$ cat config.mk
export PLATFORM = sky130hd
export DESIGN_NAME = drift_adjust_scheduler
export DESIGN_NICKNAME = d
export VERILOG_FILES = /design/src/rtl/drift_adjust_scheduler.sv
export SDC_FILE = /design/constraint.sdc
export NUM_CORES = 1
export LEC_CHECK = 0
export CORE_MARGIN = 2
export CORE_UTILIZATION = 51
export DETAILED_ROUTE_END_ITERATION = 8
export MAX_ROUTING_LAYER = met4
export PLACE_DENSITY = 0.79
export SYNTH_ARGS = -nofsm -noshare
export SYNTH_HDL_FRONTEND = slang
export SYNTH_SLANG_ARGS = --single-unit
$ cat constraint.sdc
create_clock -name sys_dom_i -period 3.59 [get_ports sys_dom_i]
set_input_delay 0.718 -clock sys_dom_i [delete_from_list [all_inputs] [get_ports sys_dom_i]]
set_output_delay 0.718 -clock sys_dom_i [all_outputs]
set_load 0.05 [all_outputs]
$ cat src/rtl/drift_adjust_scheduler.sv
// Round-robin scheduler that shares the recovered-clock generator's single
// phase-adjust port between the expected- and preemptive-clock drift requesters.
`timescale 1ns/1ps

package common_p;
  typedef struct packed {
    logic clk;
    logic rst_n;
  } clk_dom_s;
endpackage

package clks_alot_p;
  localparam int DRIFT_COUNTER_WIDTH = 8;
  typedef enum logic {
    DRIFT_RETARD  = 1'b0,
    DRIFT_ADVANCE = 1'b1
  } drift_direction_e;
endpackage

module drift_adjust_scheduler #(
  parameter int LOCKOUT_WIDTH = clks_alot_p::DRIFT_COUNTER_WIDTH,
  parameter int TIMEOUT_WIDTH = 8
) (
  input  common_p::clk_dom_s            sys_dom_i,
  input  logic                          scheduler_en_i,
  input  logic                          clear_state_i,
  input  logic                          any_valid_edge_i,
  input  logic [LOCKOUT_WIDTH-1:0]      lockout_edges_i,
  input  logic [TIMEOUT_WIDTH-1:0]      timeout_cycles_i,
  input  logic                          expected_drift_req_i,
  input  clks_alot_p::drift_direction_e expected_drift_direction_i,
  output logic                          expected_drift_res_o,
  input  logic                          preemptive_drift_req_i,
  input  clks_alot_p::drift_direction_e preemptive_drift_direction_i,
  output logic                          preemptive_drift_res_o,
  output logic                          adj_req_o,
  input  logic                          adj_res_i,
  output clks_alot_p::drift_direction_e adj_direction_o,
  output logic                          adj_target_o,
  output logic                          adj_timeout_o,
  output logic                          busy_o,
  output logic [1:0]                    dbg_state_o
);

  // Handshake: adj_req_o is a level held from the grant until the cycle after
  // adj_res_i (a one-cycle pulse); the requester then sees a one-cycle *_res_o.
  typedef enum logic [1:0] {
    IDLE    = 2'd0,
    ISSUE   = 2'd1,
    RESPOND = 2'd2,
    LOCKOUT = 2'd3
  } state_e;

  localparam logic TGT_EXP = 1'b0;
  localparam logic TGT_PRE = 1'b1;

  logic clk;
  logic rst_n;
  assign clk   = sys_dom_i.clk;
  assign rst_n = sys_dom_i.rst_n;

  state_e                        state_q, state_d;
  logic                          last_grant_q, last_grant_d;
  logic                          target_q, target_d;
  clks_alot_p::drift_direction_e dir_q, dir_d;
  logic                          timeout_q, timeout_d;
  logic                          mask_q, mask_d;
  logic [LOCKOUT_WIDTH-1:0]      lock_cnt_q, lock_cnt_d;
  logic [TIMEOUT_WIDTH-1:0]      wait_cnt_q, wait_cnt_d;

  logic                          pend_exp, pend_pre, grant_pre, timeout_hit;
  logic [TIMEOUT_WIDTH:0]        wait_next;

  always_ff @(posedge clk or negedge rst_n) begin
    if (!rst_n) begin
      state_q      <= IDLE;
      last_grant_q <= TGT_PRE;
      target_q     <= TGT_EXP;
      dir_q        <= clks_alot_p::DRIFT_RETARD;
      timeout_q    <= 1'b0;
      mask_q       <= 1'b0;
      lock_cnt_q   <= '0;
      wait_cnt_q   <= '0;
    end else begin
      state_q      <= state_d;
      last_grant_q <= last_grant_d;
      target_q     <= target_d;
      dir_q        <= dir_d;
      timeout_q    <= timeout_d;
      mask_q       <= mask_d;
      lock_cnt_q   <= lock_cnt_d;
      wait_cnt_q   <= wait_cnt_d;
    end
  end

  always_comb begin
    state_d      = state_q;
    last_grant_d = last_grant_q;
    target_d     = target_q;
    dir_d        = dir_q;
    timeout_d    = timeout_q;
    mask_d       = 1'b0;
    lock_cnt_d   = lock_cnt_q;
    wait_cnt_d   = wait_cnt_q;

    // The requester just served may still show req for one cycle; hide it.
    pend_exp    = expected_drift_req_i && !(mask_q && target_q == TGT_EXP);
    pend_pre    = preemptive_drift_req_i && !(mask_q && target_q == TGT_PRE);
    grant_pre   = (pend_exp && pend_pre) ? ~last_grant_q : pend_pre;
    wait_next   = {1'b0, wait_cnt_q} + {{TIMEOUT_WIDTH{1'b0}}, 1'b1};
    timeout_hit = (timeout_cycles_i != '0) && (wait_next >= {1'b0, timeout_cycles_i});

    if (clear_state_i) begin
      state_d      = IDLE;
      last_grant_d = TGT_PRE;
      target_d     = TGT_EXP;
      dir_d        = clks_alot_p::DRIFT_RETARD;
      timeout_d    = 1'b0;
      lock_cnt_d   = '0;
      wait_cnt_d   = '0;
    end else begin
      case (state_q)
        IDLE: begin
          if (scheduler_en_i && (pend_exp || pend_pre)) begin
            state_d      = ISSUE;
            target_d     = grant_pre;
            last_grant_d = grant_pre;
            dir_d        = grant_pre ? preemptive_drift_direction_i : expected_drift_direction_i;
            wait_cnt_d   = '0;
          end
        end
        ISSUE: begin
          // A response in the timeout cycle still completes normally.
          if (adj_res_i) begin
            state_d = RESPOND;
          end else if (timeout_hit) begin
            state_d   = IDLE;
            timeout_d = 1'b1;
          end else if (wait_cnt_q != '1) begin
            wait_cnt_d = wait_cnt_q + TIMEOUT_WIDTH'(1);
          end
        end
        RESPOND: begin
          if (lockout_edges_i != '0) begin
            state_d    = LOCKOUT;
            lock_cnt_d = lockout_edges_i;
          end else begin
            state_d = IDLE;
            mask_d  = 1'b1;
          end
        end
        LOCKOUT: begin
          if (any_valid_edge_i) begin
            if (lock_cnt_q <= LOCKOUT_WIDTH'(1)) begin
              lock_cnt_d = '0;
              state_d    = IDLE;
            end else begin
              lock_cnt_d = lock_cnt_q - LOCKOUT_WIDTH'(1);
            end
          end
        end
        default: state_d = IDLE;
      endcase
    end
  end

  assign adj_req_o              = (state_q == ISSUE);
  assign expected_drift_res_o   = (state_q == RESPOND) && (target_q == TGT_EXP);
  assign preemptive_drift_res_o = (state_q == RESPOND) && (target_q == TGT_PRE);
  assign adj_direction_o        = dir_q;
  assign adj_target_o           = target_q;
  assign adj_timeout_o          = timeout_q;
  assign busy_o                 = (state_q != IDLE);
  assign dbg_state_o            = state_q;

endmodule

==> results_dict.tcl <==
set metrics [dict create \
    status "finished, violations left" \
    violations "hold timing" \
    final_design_area_no_fill_sq_um 2142 \
    die-area_sq_um 3875 \
    dr.first_iter.drc_count 84 \
    timing.critical_path.fanout_max 12 \
    synth.yosys.warnings 0 \
    synth_ff_type "sky130_fd_sc_hd__dfrtp_1" \
    sequence_of_cells_on_the_critical_path "ha_1 -> nand3_1 -> nor2_1 -> xor2_1 -> ha_1 -> nand3_1 -> or2_2 -> a311oi_2 -> nor2_1 -> a41o_1" \
    cp_slowest_cell "sky130_fd_sc_hd__a311oi_2" \
    via_count 1670 \
    gr-usage-all-layers_pct 23.46 \
    detailedRoute.firstPassIterationCount 4 \
    nets 278 \
    initial_utilization_pct 52.69 \
    worst_reg2reg_startpoint "wait_cnt_q[0]" \
    finalCriticalPeriod_ps 3118 \
    grt-ovfl-total 0 \
    async_flop_share_pct 100.0 \
    fill_cells 291 \
    maximum_clock_rate_mhz 320.7 \
    cts.repair.resized 0 \
    critical_path.startpoint_type "flip-flop" \
    core_region_area_sq_um 3284 \
    hold_slack_ps -356.1 \
    hp-class "clock port to asynchronous set/reset pin" \
    final_antenna_net_count 0 \
    hold_viol 23 \
    ir_worst_vdd_mv 0.2342 \
    route.detailed.drc 0 \
    layout_commonest_cell "sky130_fd_sc_hd__clkdlybuf4s50_1" \
    grt_pass1_wl_mm 6.955 \
    count_of_max_cap_constraint_violations 0 \
    share_clk_of_total_power_pct 29.3 \
    power.share.sequential_pct 33.6 \
    io_buffer_count 33 \
    power.static_leakage_uw 0.0009526 \
    routabilityCongestion 0.8810 \
    critPathRequiredTime_ps 3800 \
    synthToLayoutAreaGrowth_pct 23.79 \
    pins_over_slew_limit 0 \
    synth-seq-cells 23 \
    period_share_pct 86.85 \
    hpwl_mm 3.047 \
    setup-violations-final 0 \
    path_clk_slew_ps 140 \
    power_switching_uw 446.7 \
    placement_rows 21 \
    most-common-layout-cells "33 x sky130_fd_sc_hd__clkdlybuf4s50_1, 22 x sky130_fd_sc_hd__dfrtp_1, 21 x sky130_fd_sc_hd__nand2_1" \
    finalPower_uw 945.7 \
    placement.cell_area_sq_um 2088 \
    worstRegToRegCells 10 \
    critPathKind "flip-flop to flip-flop" \
    cts_hold_buf 0 \
    worstSkewPairLatency_ps 320 \
    chipWidth_um 62.25 \
    r2r_slack_ps 470 \
    syn_nets 242 \
    slowest_delay_ps 630 \
    setup_tns_ps 0 \
    post_route_cells_drive_above_1_share_pct 8.714 \
    grt_antenna_before_repair 0 \
    setup_bufs_post_cts 0 \
    synth_cell_types 48 \
    comb_power_share_pct 37.2 \
    worst_slew_pin_slew_ps 748.2 \
    tritoncts "done" \
    slew_hr_pct 50.12 \
    dieHeight_um 62.25 \
    antenna-diode-count 0 \
    cell_internal_pwr_uw 499.0 \
    boundaryPins 35 \
    grt_start_max_net_pins 20 \
    grt_pass1_vias 1642 \
    syn-mean-instance-area_sq_um 8.441 \
    regToRegEndpoint "wait_cnt_q[6]" \
    synthesis.area_sq_um 1730 \
    timing.critical_path.to_type "flip-flop" \
    sw_frac_of_total_pct 47.24 \
    yosysSeqAreaShare_pct 33.33 \
    totalWireLength_mm 3.944 \
    wire_per_inst_um 13.74 \
    cp.arrival_ps 3330 \
    synth_edf_count 0 \
    power-per-cell-area_nw_per_um2 441.5 \
    post_drt_via_cell_ratio 5.819 \
    rsz0062_at_grt "false" \
    finalClockSkew_ps 15.62 \
    synthesized_instance_count 205 \
]
## worst max-delay path, delay by kind of cell, from the launching register on
family	cells	cell delay, ps
DFF	1	440
adders and majority gates	2	560
xor gates and xnor gates	1	100
and+or+nand+nor	5	990
AOI/OAI and AO/OA	2	900
## routing by layer
metal | wire (um) | track usage, %
met1 | 1746 | 26.30
met2 | 1886 | 34.51
met3 | 225 | 9.783
met4 | 85 | 15.00
met5 | 0 | -
## Yosys cell counts, drive strengths merged, types with 4 or more instances
cell type  count  area share [%]
a21oi         12             3.7
buf            5             2.2
dfrtp         22              32
ha            11             8.0
inv           14             3.0
nand2         21             4.6
nand3          7             2.0
nor2          21             4.7
nor3           9             2.6
nor4           5             1.8
o21ai         14             4.0
o31ai          6             3.2
xnor2          4             2.0
## kinds of logic after synthesis
family | after synthesis | synth area share (%)
compound gates | 64 | 27.04
buf+inv | 22 | 5.856
fa+ha+maj | 11 | 7.954
simple gates | 76 | 21.11
xor+xnor | 7 | 3.543
flops | 23 | 33.33
mux | 2 | 1.157
## power by group through the flow
stage / clock network (uW) / logic [uW] / registers (uW)
finish: 277 / 352 / 317
global route: 317 / 388 / 325
CTS: 300 / 353 / 317
detailed placement: 0 / 352 / 323
global placement: 0 / 348 / 323
floorplan: 0 / 234 / 330
## stage by stage
step	cells	util [%]	setup WS, ps
final	287	65.22	471.9
after global routing	287	65.22	277.1
after global placement	279	63.58	511.4
after detailed placement	279	63.58	454.3
after floorplan	205	-	1025
after CTS	287	65.22	481.7
## area by class of cell
class / count / area [sq um] / share of cell area [%]
clock buffer: 6 / 45.04 / 2.103
clock inverter: 2 / 8.758 / 0.4089
inverter: 15 / 56.30 / 2.629
multi-input combinational: 160 / 1052 / 49.12
sequential: 23 / 576.8 / 26.93
tap: 46 / 57.56 / 2.687
timing repair buffer: 35 / 345.3 / 16.12
## worst max path at each step
| stage | to | cells after the start | slack [ps] | from |
|---|---|---|---|---|
| 4_1_cts | wait_cnt_q[6] | 10 | 480 | wait_cnt_q[0] |
| 2_1_floorplan | wait_cnt_q[5] | 7 | 1020 | dbg_state_o[0] |
| 5_1_grt | wait_cnt_q[7] | 10 | 280 | wait_cnt_q[0] |
| 6_report | wait_cnt_q[6] | 10 | 470 | wait_cnt_q[0] |
| 3_3_place_gp | wait_cnt_q[5] | 8 | 510 | timeout_cycles_i[7] |
| 3_5_place_dp | wait_cnt_q[6] | 8 | 450 | timeout_cycles_i[6] |
## flip-flops by register name, indices dropped and copies added (netlist names)
signal           cells
wait_cnt_q           8
lock_cnt_q           8
adj_target_o         1
adj_timeout_o        1
mask_q               1
last_grant_q         1
dbg_state_o          2
adj_direction_o      1
(Power assumes the default switching activity.)
